===== config.mk =====
export PLATFORM = sky130hd
export DESIGN_NAME = boot_loader_flat
export DESIGN_NICKNAME = d
export VERILOG_FILES = /design/src/rtl/boot_loader_if.sv /design/src/rtl/boot_loader.sv /design/src/flat_wrapper.sv
export SDC_FILE = /design/constraint.sdc
export NUM_CORES = 1
export LEC_CHECK = 0
export ABC_CLOCK_PERIOD_IN_PS = 2570
export BUFFER_PORTS_ARGS = -buffer_cell sky130_fd_sc_hd__buf_2
export CAP_MARGIN = 30
export CELL_PAD_IN_SITES_DETAIL_PLACEMENT = 0
export CELL_PAD_IN_SITES_GLOBAL_PLACEMENT = 2
export CORE_MARGIN = 2
export CORE_UTILIZATION = 32
export DETAILED_ROUTE_END_ITERATION = 16
export GPL_TIMING_DRIVEN = 0
export HOLD_SLACK_MARGIN = 0.03
export MAX_ROUTING_LAYER = met4
export PLACE_DENSITY_LB_ADDON = 0.1
export RECOVER_POWER = 50
export SYNTH_ARGS = -nofsm -noshare
export SYNTH_HDL_FRONTEND = slang
export SYNTH_SLANG_ARGS = --single-unit

===== constraint.sdc =====
create_clock -name clk -period 2.57 [get_ports clk]
set_input_delay 0.257 -clock clk [delete_from_list [all_inputs] [get_ports clk]]
set_output_delay 0.257 -clock clk [all_outputs]
set_load 0.02 [all_outputs]

===== src/rtl/boot_loader_if.sv =====
// Program-word stream and instruction-memory write bus used by boot_loader.
// The master side is the word source, which also observes the memory writes.
// The slave side is the loader.
interface boot_loader_if #(
    parameter int ADDR_W = 10,
    parameter int DATA_W = 16
);
    logic              word_valid;
    logic [DATA_W-1:0] word_data;
    logic              word_last;
    logic              word_ready;
    logic              im_en_write;
    logic [ADDR_W-1:0] im_address;
    logic [DATA_W-1:0] im_data;

    modport master (
        output word_valid, word_data, word_last,
        input  word_ready, im_en_write, im_address, im_data
    );

    modport slave (
        input  word_valid, word_data, word_last,
        output word_ready, im_en_write, im_address, im_data
    );
endinterface


===== src/rtl/boot_loader.sv =====
// boot_loader: streams a program into instruction memory and then sequences
// the processor core through reset and into run.
// Optional feature macro: BOOT_LOADER_CHECKSUM_EN. When it is defined, the
// word after the last program word is a modulo-2^DATA_W sum of the program.
// A mismatch flags error and parks in IDLE with the core held in reset.
//
// state   | meaning
// --------+-----------------------------------------------------------------
// IDLE    | core held in reset, waiting for load_req
// LOAD    | accepting program words (and the checksum word when enabled)
// RST_CPU | program written, core held in reset for RST_CYCLES more cycles
// RUN     | core released and started, waiting for cpu_done or load_req
// HALT    | core finished, results held, waiting for load_req
module boot_loader #(
    parameter int ADDR_W     = 10,
    parameter int DATA_W     = 16,
    parameter int RST_CYCLES = 2
) (
    input  logic            clk,
    input  logic            reset,
    input  logic            load_req,
    input  logic            cpu_done,
    output logic            cpu_reset,
    output logic            cpu_start,
    output logic            busy,
    output logic [ADDR_W:0] loaded_count,
    output logic            error,
    boot_loader_if.slave    bus
);

    typedef enum logic [2:0] {
        S_IDLE,
        S_LOAD,
        S_RST_CPU,
        S_RUN,
        S_HALT
    } state_t;

    localparam logic [ADDR_W-1:0] PTR_MAX  = '1;
    localparam logic [ADDR_W-1:0] PTR_ONE  = 1;
    localparam logic [ADDR_W:0]   CNT_ONE  = 1;
    localparam logic [3:0]        RST_LOAD = 4'(RST_CYCLES);

    state_t            state, state_nxt;
    logic [ADDR_W-1:0] ptr, ptr_nxt;
    logic [ADDR_W:0]   count_nxt;
    logic              error_nxt;
    logic [3:0]        timer, timer_nxt;
    logic              wr_nxt;
    logic [ADDR_W-1:0] addr_nxt;
    logic [DATA_W-1:0] data_nxt;
    logic              handshake;
    logic              start_load;
`ifdef BOOT_LOADER_CHECKSUM_EN
    logic [DATA_W-1:0] sum, sum_nxt;
    logic              sum_phase, sum_phase_nxt;
`endif

    // Next-state and next-output decode; everything visible is registered below.
    always_comb begin
        state_nxt  = state;
        ptr_nxt    = ptr;
        count_nxt  = loaded_count;
        error_nxt  = error;
        timer_nxt  = timer;
        wr_nxt     = 1'b0;
        addr_nxt   = bus.im_address;
        data_nxt   = bus.im_data;
        start_load = 1'b0;
        handshake  = bus.word_valid & bus.word_ready;
`ifdef BOOT_LOADER_CHECKSUM_EN
        sum_nxt       = sum;
        sum_phase_nxt = sum_phase;
`endif

        case (state)
            S_IDLE: begin
                if (load_req) begin
                    start_load = 1'b1;
                end
            end

            S_LOAD: begin
                if (handshake) begin
`ifdef BOOT_LOADER_CHECKSUM_EN
                    if (sum_phase) begin
                        // Checksum word: compared, never written to memory.
                        if (bus.word_data == sum) begin
                            state_nxt = S_RST_CPU;
                            timer_nxt = RST_LOAD;
                        end else begin
                            state_nxt = S_IDLE;
                            error_nxt = 1'b1;
                        end
                    end else begin
                        wr_nxt    = 1'b1;
                        addr_nxt  = ptr;
                        data_nxt  = bus.word_data;
                        count_nxt = loaded_count + CNT_ONE;
                        sum_nxt   = sum + bus.word_data;
                        if (ptr != PTR_MAX) begin
                            ptr_nxt = ptr + PTR_ONE;
                        end
                        if (bus.word_last) begin
                            sum_phase_nxt = 1'b1;
                        end else if (ptr == PTR_MAX) begin
                            // Memory full before the last word: no checksum is awaited.
                            error_nxt = 1'b1;
                            state_nxt = S_RST_CPU;
                            timer_nxt = RST_LOAD;
                        end
                    end
`else
                    wr_nxt    = 1'b1;
                    addr_nxt  = ptr;
                    data_nxt  = bus.word_data;
                    count_nxt = loaded_count + CNT_ONE;
                    if (ptr != PTR_MAX) begin
                        ptr_nxt = ptr + PTR_ONE;
                    end
                    if (bus.word_last || (ptr == PTR_MAX)) begin
                        state_nxt = S_RST_CPU;
                        timer_nxt = RST_LOAD;
                        if (!bus.word_last) begin
                            error_nxt = 1'b1;
                        end
                    end
`endif
                end
            end

            S_RST_CPU: begin
                // The first RST_CPU cycle carries the final write; the timer then
                // runs RST_CYCLES further cycles down to terminal count.
                if (timer == 4'd0) begin
                    state_nxt = S_RUN;
                end else begin
                    timer_nxt = timer - 4'd1;
                end
            end

            S_RUN: begin
                if (load_req) begin
                    start_load = 1'b1;
                end else if (cpu_done) begin
                    state_nxt = S_HALT;
                end
            end

            S_HALT: begin
                if (load_req) begin
                    start_load = 1'b1;
                end
            end

            default: begin
                state_nxt = S_IDLE;
            end
        endcase

        if (start_load) begin
            state_nxt = S_LOAD;
            ptr_nxt   = '0;
            count_nxt = '0;
            error_nxt = 1'b0;
`ifdef BOOT_LOADER_CHECKSUM_EN
            sum_nxt       = '0;
            sum_phase_nxt = 1'b0;
`endif
        end
    end

    // State register plus registered outputs; the control outputs follow the next state.
    always_ff @(posedge clk or negedge reset) begin
        if (!reset) begin
            state           <= S_IDLE;
            ptr             <= '0;
            timer           <= '0;
            loaded_count    <= '0;
            error           <= 1'b0;
            bus.word_ready  <= 1'b0;
            bus.im_en_write <= 1'b0;
            bus.im_address  <= '0;
            bus.im_data     <= '0;
            cpu_reset       <= 1'b1;
            cpu_start       <= 1'b0;
            busy            <= 1'b0;
`ifdef BOOT_LOADER_CHECKSUM_EN
            sum             <= '0;
            sum_phase       <= 1'b0;
`endif
        end else begin
            state           <= state_nxt;
            ptr             <= ptr_nxt;
            timer           <= timer_nxt;
            loaded_count    <= count_nxt;
            error           <= error_nxt;
            bus.word_ready  <= (state_nxt == S_LOAD);
            bus.im_en_write <= wr_nxt;
            bus.im_address  <= addr_nxt;
            bus.im_data     <= data_nxt;
            cpu_reset       <= !((state_nxt == S_RUN) || (state_nxt == S_HALT));
            cpu_start       <= (state_nxt == S_RUN);
            busy            <= (state_nxt == S_LOAD) || (state_nxt == S_RST_CPU);
`ifdef BOOT_LOADER_CHECKSUM_EN
            sum             <= sum_nxt;
            sum_phase       <= sum_phase_nxt;
`endif
        end
    end

endmodule


===== src/flat_wrapper.sv =====
// flat-port wrapper written by rule: the top's interface ports become plain ports
module boot_loader_flat 
#(
    parameter int ADDR_W     = 10,
    parameter int DATA_W     = 16,
    parameter int RST_CYCLES = 2
)
  (clk, reset, load_req, cpu_done, cpu_reset, cpu_start, busy, loaded_count, error, bus_word_valid, bus_word_data, bus_word_last, bus_word_ready, bus_im_en_write, bus_im_address, bus_im_data);
  boot_loader_if #(.ADDR_W(ADDR_W), .DATA_W(DATA_W)) bus_i ();
  input  logic clk;
  input  logic reset;
  input  logic load_req;
  input  logic cpu_done;
  output logic cpu_reset;
  output logic cpu_start;
  output logic busy;
  output logic [ADDR_W:0] loaded_count;
  output logic error;
  input wire logic [$bits(bus_i.word_valid)-1:0] bus_word_valid;
  input wire logic [$bits(bus_i.word_data)-1:0] bus_word_data;
  input wire logic [$bits(bus_i.word_last)-1:0] bus_word_last;
  output wire logic [$bits(bus_i.word_ready)-1:0] bus_word_ready;
  output wire logic [$bits(bus_i.im_en_write)-1:0] bus_im_en_write;
  output wire logic [$bits(bus_i.im_address)-1:0] bus_im_address;
  output wire logic [$bits(bus_i.im_data)-1:0] bus_im_data;
  assign bus_i.word_valid = bus_word_valid;
  assign bus_i.word_data = bus_word_data;
  assign bus_i.word_last = bus_word_last;
  assign bus_word_ready = bus_i.word_ready;
  assign bus_im_en_write = bus_i.im_en_write;
  assign bus_im_address = bus_i.im_address;
  assign bus_im_data = bus_i.im_data;
  boot_loader #(.ADDR_W(ADDR_W), .DATA_W(DATA_W), .RST_CYCLES(RST_CYCLES)) u_core (.clk(clk), .reset(reset), .load_req(load_req), .cpu_done(cpu_done), .cpu_reset(cpu_reset), .cpu_start(cpu_start), .busy(busy), .loaded_count(loaded_count), .error(error), .bus(bus_i));
endmodule

==> results of run 1 <==
## state kept, by name, summed over array words and instances, names as in the netlist
| signal | flops |
|---|---|
| u_core.bus.im_en_write | 1 |
| u_core.bus.im_address | 10 |
| u_core.busy | 1 |
| u_core.ptr | 10 |
| u_core.error | 1 |
| u_core.cpu_reset | 1 |
| u_core.cpu_start | 1 |
| u_core.state | 3 |
| u_core.bus.im_data | 16 |
| u_core.loaded_count | 11 |
| u_core.bus.word_ready | 1 |
| u_core.timer | 4 |
## layout by cell type (no fill, tap or decap), drive strengths merged, types with 2 or more instances in the layout
| cell type | Yosys | layout |
|---|---|---|
| or3 | 6 | 6 |
| a21oi | 10 | 10 |
| o21ai | 7 | 7 |
| and3 | 4 | 4 |
| clkbuf | 7 | 51 |
| nand2 | 93 | 93 |
| mux2 | 2 | 2 |
| dfrtp | 59 | 59 |
| a21o | 2 | 2 |
| nor4 | 2 | 2 |
| clkinv | 0 | 3 |
| nor3 | 4 | 4 |
| xor2 | 9 | 9 |
| or3b | 3 | 3 |
| nand4 | 8 | 8 |
| buf | 2 | 33 |
| inv | 7 | 7 |
| mux2i | 2 | 2 |
| nor2 | 20 | 20 |
| nand2b | 2 | 2 |
| bufinv | 0 | 2 |
| o211ai | 2 | 2 |
| xnor2 | 4 | 4 |
| nand3 | 8 | 8 |
| ha | 4 | 4 |
## power breakdown
| part | total (mW) | internal [mW] | switching [mW] |
|---|---|---|---|
| Combinational | 1.16 | 0.371 | 0.788 |
| Sequential | 1.34 | 1.19 | 0.152 |
| Clock | 0.939 | 0.568 | 0.371 |
| Total | 3.44 | 2.13 | 1.31 |
## worst max-delay path, cell delays in order (launching register included)
cell and delay, ns:
dfrtp_1 0.45, nor3b_2 0.34, nand2_1 0.25, inv_2 0.20
clkbuf_1 0.40, buf_1 0.41, nand2_1 0.10, nand2_1 0.07
## area by class of cell
type                       count  share of cell area, %
tap                          105                   3.93
timing repair buffer          65                   8.69
clock buffer                  11                   4.23
multi-input combinational    208                   33.9
clock inverter                 5                   2.25
sequential                    60                   45.0
buffer                         9                   1.24
inverter                       7                  0.787
## what timing repair did
item,4_1_cts,5_1_grt
buffers inserted,0,0
hold endpoints to repair,2,0
hold buffers,1,0
## layer usage
metal  GRT usage [%]  wire [um]
met5               -          0
met4            6.43         94
met3            4.15        340
met2            23.0       2790
met1            20.3       3150
## kinds of logic (layout without fill, tap and decap cells)
group,Yosys count,in the layout,synth area share (%)
AOI/OAI and AO/OA,28,28,6.71
xor gates and xnor gates,13,13,4.21
adders and majority gates,4,4,1.85
buffers and inverters,16,97,2.50
DFF,60,60,55.6
muxes,4,4,1.71
and+or+nand+nor,159,159,27.4
## worst paths after layout
kind                                           from                       end  slack [ns]  cells after the start
setup reg to reg                    u_core.state[1]  u_core.bus.im_address[6]        0.29                      7
hold / removal                     bus_word_data[6]     u_core.bus.im_data[6]        0.11                      3
max in group asynchronous                     reset  u_core.bus.im_address[2]        0.83                      2
min in group asynchronous                     reset    u_core.loaded_count[7]        0.83                      2
setup / recovery                    u_core.state[1]  u_core.bus.im_address[6]        0.29                      7
hold reg to reg            u_core.bus.im_address[5]  u_core.bus.im_address[5]        0.48                      2
==> impl_metrics.csv, run 1 <==
group,metric,value,unit
placed_design,gp_congestion,0.777,
clocking,htreeDepth,3,
timing,fmax,439,MHz
synthesis,synth_nets,310,
floorplan,die_y,95.9,um
finish,synthToLayoutAreaGrowth,23.6,%
grt,grt_remaining_overflow,0,
floorplan,ios,65,
timing,slew_viol_final,61,
synthesis,netlist_top_cells_area,"dfrtp_1, nand2_1, xor2_1",
synthesis,yosysWarnings,0,
run_status,violations,"max-capacitance violations, max-slew violations",
timing,rsz0062_at_grt,"false",
setup_path,path_class,"register to register",
finish,drive_above_1_share,18.1,%
flow_run,cap_violations,1,
power_and_ir_drop,p_per_area,1030,mW/mm^2
finish,postLayoutCoreUtil,40.7,%
routing,drt_pass1_iterations,4,
synthesis,synthFlopType,"dfrtp_1",
routing,vias,2208,
synthesis,yosysUniqueCellTypes,50,
clocking,cts_tree,"built",
floorplan,dieWidth,95.9,um
routing,via_per_inst,4.70,
floorplan,initial_core_util,32.9,%
routing,wirelength,6.38,mm
grt,grt_pass1_wl,10.5,mm
clocking,cts_made_buffers,9,
placed_design,hpwlAfterDp,4.37,mm
timing,fin_crit_sh,88.7,%
timing,worst_pin_slew,1.51,ns
grt,grt_usage,15.5,%
power_and_ir_drop,leakage,1.67,nW
finish,seq_area,0.00150,mm^2
finish,multiInputGateArea,0.00113,mm^2
setup_path,arrival,2.55,ns
routing,antenna_left,0,
finish,fin_nets,386,
finish,diodes,0,
synthesis,async_flop_share,100,%
hold_path,hold_class,"input pin to register",
floorplan,die-area,0.00920,mm^2
grt,grt_max_degree,61,
placed_design,numPortBuffers,64,
clocking,clkSinkCount,60,
synthesis,syn_inst,284,
timing,fin_worst_skew,0.00472,ns
timing,relSlewSlack,-0.919,%
synthesis,synth_seq_cells,60,
placed_design,dp_cells,453,
timing,hold_viol,0,
finish,fillers,857,
clocking,clock_path_buffers,2,
setup_path,cp-end-kind,"register",
synthesis,yosysSeqAreaShare,55.6,%
setup_path,crit_path_max_fanout,10,
synthesis,synth_top_area_share,54.6,%
clocking,cts.clk_slew.worst_paths,0.07,ns
timing,tns,0,ns
timing,fin_crit,2.28,ns
floorplan,placementRows,33,
routing,wl_per_cell,13.6,um
timing,finalSetupViolCount,0,
finish,fin_cells,470,
floorplan,design.core.area,0.00822,mm^2
finish,finish.instance_area,0.00334,mm^2
synthesis,syn_area_per_cell,9.52,um^2
clocking,cts_resized,0,
synthesis,synth_common_cells,"nand2_1, dfrtp_1, nor2_1, a21oi_1, xor2_1",
timing,hold-worst-slack,0.110,ns
power_and_ir_drop,ir_drop,0.000423,V
synthesis,syn_area,0.00270,mm^2
placed_design,dpl_cell_area,0.00316,mm^2
synthesis,yosysMostFrequentCell,"nand2_1",
power_and_ir_drop,power,3.44,mW
synthesis,synth_edf_count,0,
grt,antenna_found_initial,0,
run_status,status,"finished with violations",
grt,grt_pass1_vias,2139,
synthesis,synth_area_leader_cell,"dfrtp_1",
routing,drc_errors,0,
setup_path,worst_setup_path_start_kind,"register",
clocking,cts_root_buffer,"clkbuf_8",
routing,drtIter0Drc,104,
placed_design,place_ws,0.207,ns
setup_path,critPathRequiredTime,2.84,ns
clocking,clk-insertion-delay-late,0.33,ns
timing,setup_slack,0.290,ns
(Power assumes the default switching activity.)
==> run 2, diff against run 1 <==
PLACE_DENSITY = 0.76   (was not set)
PLACE_DENSITY_LB_ADDON = not set   (was 0.1)
==> run 2 against run 1 <==
The flow still finishes with violations (max-capacitance violations, max-slew violations). Sequential share of layout area is 0.10 points higher. Die area stayed put. Sequential cell count stayed put. Sequential power hardly changed. Final area is 0.22% lower. Non-clock buffer count stayed put. Core utilization is 0.091 points lower. Cell count is 0.21% lower. Global-route usage is 0.14 points lower. Clock-buffer cell count stayed put. Largest power group unchanged.
==> impl_metrics.csv, run 2 (synthesis results as in run 1) <==
group,metric,value,unit
timing,relSlewSlack,-2.24,%
setup_path,path_cells,"nor3b_2 -> nand2_1 -> inv_2 -> clkbuf_1 -> buf_1 -> nand2_1 -> nand2_1",
grt,grt_pass1_wl,10.4,mm
timing,fin_crit_sh,88.3,%
grt,grt_max_degree,61,
setup_path,slowest_delay,0.44,ns
grt,grt_pass1_vias,2110,
setup_path,cp_common_cell,"nand2_1",
run_status,violations,"max-capacitance violations, max-slew violations",
power_and_ir_drop,leakage,1.64,nW
clocking,htreeDepth,3,
setup_path,arrival,2.55,ns
setup_path,cp-startpoint,"u_core.state[1]",
grt,grt_usage,15.4,%
timing,setup_slack,0.301,ns
setup_path,r2r_cells,7,
timing,tns,0,ns
setup_path,crit_path_max_fanout,10,
floorplan,design.core.area,0.00822,mm^2
routing,wl_per_cell,13.6,um
routing,drt_pass1_iterations,6,
finish,drive_above_1_share,16.5,%
power_and_ir_drop,p_per_area,1030,mW/mm^2
timing,finalSetupViolCount,0,
floorplan,die_y,95.9,um
setup_path,reg2reg_slack,0.30,ns
finish,largest-register,"u_core.bus.im_data",
timing,fmax,441,MHz
routing,wirelength,6.39,mm
clocking,clock_path_buffers,2,
floorplan,dieWidth,95.9,um
setup_path,path_class,"register to register",
setup_path,worst_setup_path_start_kind,"register",
power_and_ir_drop,ir_drop,0.000368,V
clocking,cts_root_buffer,"clkbuf_8",
timing,fin_crit,2.27,ns
setup_path,cp_slowest_cell,"dfrtp_1",
clocking,cts.clk_slew.worst_paths,0.07,ns
floorplan,die-area,0.00920,mm^2
setup_path,crit_family,"buffers and inverters",
finish,fillers,841,
placed_design,hpwlAfterDp,4.39,mm
timing,fin_worst_skew,0.0109,ns
finish,fin_nets,386,
routing,drtIter0Drc,103,
floorplan,ios,65,
routing,antenna_left,0,
hold_path,hold_class,"input pin to register",
finish,diodes,0,
finish,final_cell_mix,"nand2_1, dfrtp_1, clkbuf_1, buf_2, nor2_1",
floorplan,initial_core_util,32.9,%
floorplan,placementRows,33,
placed_design,place_ws,0.235,ns
setup_path,cp_num_buf_inv,3,
placed_design,gp_congestion,0.806,
setup_path,cp-end-kind,"register",
setup_path,critPathCapture,"u_core.bus.im_address[8]",
finish,reg_top3,"u_core.bus.im_data x16, u_core.loaded_count x11",
run_status,status,"finished with violations",
grt,antenna_found_initial,0,
hold_path,whs_path_depth,3,
clocking,cts_made_buffers,9,
clocking,cts_resized,0,
timing,slew_viol_final,61,
clocking,clk-insertion-delay-late,0.34,ns
routing,via_per_inst,4.66,
flow_run,cap_violations,1,
setup_path,r2r_end,"u_core.bus.im_address[8]",
routing,vias,2186,
timing,rsz0062_at_grt,"false",
timing,worst_pin_slew,1.53,ns
grt,grt_remaining_overflow,0,
timing,hold_viol,0,
routing,drc_errors,0,
setup_path,critPathRequiredTime,2.85,ns
setup_path,timing.rr.start,"u_core.state[1]",
finish,layout_commonest_cell,"nand2_1",
finish,largest_register_ffs,16,
setup_path,path_depth,7,
clocking,cts_tree,"built",
placed_design,numPortBuffers,64,
clocking,clkSinkCount,60,
finish,synthToLayoutAreaGrowth,23.3,%
## run 2: cell count changes in the layout (fill, tap and decap cells not counted), sizes merged
cell / previous run / this run
clkbuf: 51 / 56
clkinv: 3 / 2
buf: 33 / 28
## run 2: repair_timing
item,4_1_cts,5_1_grt
setup buffers,0,0
endpoints found under the setup margin,0,0
hold buffers,1,0
endpoints found under the hold margin,11,0
## run 2: metal layers
layer / part of all wire (%) / global-route usage, % / up-vias
met5: 0 / - / -
met2: 41 / 20.9 / 61
met1: 52 / 21.8 / 1016
met4: 1.6 / 6.79 / 0
met3: 6.1 / 3.76 / 10
li1: - / - / 1099
## run 2: area by class of cell
type	instances	area (um^2)	share of cell area [%]
Buffer	9	41.3	1.24
Multi-Input combinational cell	208	1130	34.0
Clock buffer	11	141	4.24
Inverter	7	26.3	0.788
Timing Repair Buffer	65	284	8.52
Tap cell	105	131	3.94
Clock inverter	4	73.8	2.21
Sequential cell	60	1500	45.1
## run 2: worst register-to-register path: cells and delay by family (launching register included)
family,cells,cell delay (ns)
DFF,1,0.44
and+or+nand+nor,4,0.74
buffers and inverters,3,1.03
## run 2: report_power, final
group	leakage [nW]	internal [mW]	switching [mW]
clock	0.109	0.568	0.374
combinational	0.744	0.369	0.792
sequential	0.791	1.19	0.150
total	1.64	2.12	1.32
## run 2: how the worst min path moves through the flow
stage	startpoint	endpoint	slack [ns]
after floorplan	reset	u_core.bus.im_address[0]	-0.04
after global placement	bus_word_data[0]	u_core.bus.im_data[0]	0.45
after detailed placement	reset	u_core.loaded_count[6]	0.40
after CTS	bus_word_data[9]	u_core.bus.im_data[9]	0.09
after global routing	bus_word_data[0]	u_core.bus.im_data[0]	0.1
final	bus_word_data[9]	u_core.bus.im_data[9]	0.10
## run 2: per-stage QoR
step / std cells / area (um^2) / utilization (%) / power [mW] / hold slack, ns
5_1_grt: 469 / 3330 / 40.6 / 3.69 / 0.0994
3_3_place_gp: 453 / 3150 / 38.4 / 2.57 / 0.447
3_5_place_dp: 453 / 3160 / 38.4 / 2.58 / 0.396
2_1_floorplan: 284 / 2700 / - / 2.16 / -0.0386
4_1_cts: 469 / 3380 / 41.2 / 3.54 / 0.0912
6_report: 469 / 3330 / 40.6 / 3.44 / 0.103
==> run 3, diff against run 2 <==
CAP_MARGIN = not set   (was 30)
CORE_ASPECT_RATIO = 1.75   (was not set)
==> run 3 against run 2 <==
The run still ends with max-capacitance violations, max-slew violations left. Final area is 1.5% higher. First-iteration DRC count is 49% higher. Sequential power hardly changed. Critical endpoint unchanged. Highest routed layer unchanged.
==> impl_metrics.csv, run 3 (synthesis results as in run 1) <==
group,metric,value,unit
grt,antenna_found_initial,0,
timing,rsz0062_at_grt,"false",
finish,synthToLayoutAreaGrowth,25.2,%
setup_path,critPathCapture,"u_core.bus.im_address[8]",
finish,fin_nets,385,
routing,drtIter0Drc,153,
clocking,cts_root_buffer,"clkbuf_16",
finish,layout_commonest_cell,"nand2_1",
finish,final_cell_mix,"nand2_1, dfrtp_1, buf_2, clkbuf_1, nor2_1",
setup_path,cp-end-kind,"register",
floorplan,placementRows,44,
clocking,clk-insertion-delay-late,0.33,ns
setup_path,cp-startpoint,"u_core.state[1]",
timing,hold-worst-slack,0.115,ns
finish,diodes,0,
routing,wl_per_cell,14.3,um
routing,drc_errors,0,
clocking,cts.clk_slew.worst_paths,0.05,ns
hold_path,hold_class,"input pin to register",
power_and_ir_drop,p_per_area,1060,mW/mm^2
floorplan,die_y,126,um
timing,fin_worst_skew,0.00393,ns
routing,wirelength,6.51,mm
finish,largest_register_ffs,16,
timing,tns,0,ns
timing,fin_crit,2.24,ns
setup_path,reg2reg_slack,0.33,ns
grt,grt_pass1_wl,11.3,mm
grt,grt_max_degree,61,
routing,vias,2237,
floorplan,die-area,0.00923,mm^2
hold_path,whs_path_depth,3,
clocking,cts_tree,"built",
finish,fillers,885,
run_status,violations,"max-capacitance violations, max-slew violations",
timing,worst_pin_slew,1.52,ns
placed_design,gp_congestion,0.774,
finish,reg_top3,"u_core.bus.im_data x16, u_core.loaded_count x11",
setup_path,worst_setup_path_start_kind,"register",
power_and_ir_drop,ir_drop,0.000443,V
finish,largest-register,"u_core.bus.im_data",
timing,hold_viol,0,
setup_path,arrival,2.50,ns
setup_path,r2r_end,"u_core.bus.im_address[8]",
setup_path,path_class,"register to register",
timing,finalSetupViolCount,0,
clocking,cts_resized,0,
finish,drive_above_1_share,20.9,%
clocking,clkSinkCount,60,
clocking,cts_made_buffers,9,
setup_path,timing.rr.start,"u_core.state[1]",
clocking,htreeDepth,3,
placed_design,numPortBuffers,64,
routing,drt_pass1_iterations,4,
placed_design,hpwlAfterDp,4.68,mm
setup_path,crit_path_max_fanout,10,
setup_path,r2r_cells,7,
grt,grt_usage,16.5,%
floorplan,dieWidth,73.5,um
clocking,postCtsHoldBufs,0,
grt,grt_pass1_vias,2282,
run_status,status,"finished with violations",
finish,postLayoutCoreUtil,41.0,%
routing,via_per_inst,4.92,
timing,fmax,446,MHz
timing,relSlewSlack,-1.25,%
timing,slew_viol_final,61,
flow_run,cap_violations,1,
timing,fin_crit_sh,87.2,%
floorplan,initial_core_util,32.7,%
clocking,clock_path_buffers,2,
floorplan,design.core.area,0.00826,mm^2
grt,grt_remaining_overflow,0,
setup_path,critPathRequiredTime,2.83,ns
clocking,post-cts-setup-buffers,0,
routing,antenna_left,0,
power_and_ir_drop,leakage,1.73,nW
floorplan,ios,65,
## run 3: cell types whose count changed in the layout (fill, tap and decap cells not counted), sizes merged
cell         delta
buf            +15
bufinv          -2
clkbuf         -13
dlygate4sd3     -1
## run 3: metal layers
| layer | vias to the layer above | GRT usage, % | routed length, um |
|---|---|---|---|
| li1 | 1098 | - | - |
| met1 | 1077 | 19.6 | 2670 |
| met2 | 51 | 25.8 | 3410 |
| met3 | 11 | 5.00 | 289 |
| met4 | 0 | 6.74 | 138 |
| met5 | - | - | 0 |
## run 3: how the worst min path moves through the flow
stage	start	to	slack (ns)
detailed placement	reset	u_core.loaded_count[8]	0.41
global route	bus_word_data[13]	u_core.bus.im_data[13]	0.12
global placement	bus_word_data[13]	u_core.bus.im_data[13]	0.45
finish	bus_word_data[4]	u_core.bus.im_data[4]	0.11
CTS	reset	u_core.loaded_count[8]	0.04
floorplan	reset	u_core.bus.im_address[0]	-0.04
## run 3: area by class of cell
cell class,instances,area (um^2),share of cell area (%)
plain buffers,9,42.5,1.26
clock buffers,13,260,7.69
clock inverters,2,10.0,0.296
inverters,7,26.3,0.777
multi-input cells,208,1130,33.5
flip-flops and latches,60,1500,44.4
well taps,92,115,3.40
repair buffers,64,294,8.69
## run 3: where the power goes
part | total [mW] | switching (mW) | internal, mW
combinational | 1.17 | 0.790 | 0.384
clock | 1.09 | 0.395 | 0.695
sequential | 1.34 | 0.150 | 1.19
## run 3: critical path: stages (launching register included)
cell      delay [ns]
dfrtp_1         0.43
nor3b_2         0.32
nand2_1         0.28
inv_2           0.21
clkbuf_1        0.44
clkbuf_2        0.34
nand2_1         0.09
nand2_1         0.06
## run 3: per-stage QoR
step / setup slack [ns] / power (mW) / std cells / cell area [um^2]
3_5_place_dp: 0.137 / 2.59 / 440 / 3140
5_1_grt: 0.111 / 3.89 / 455 / 3380
6_report: 0.330 / 3.60 / 455 / 3380
3_3_place_gp: 0.141 / 2.57 / 440 / 3140
2_1_floorplan: 0.612 / 2.16 / 284 / 2700
4_1_cts: 0.124 / 3.70 / 455 / 3410
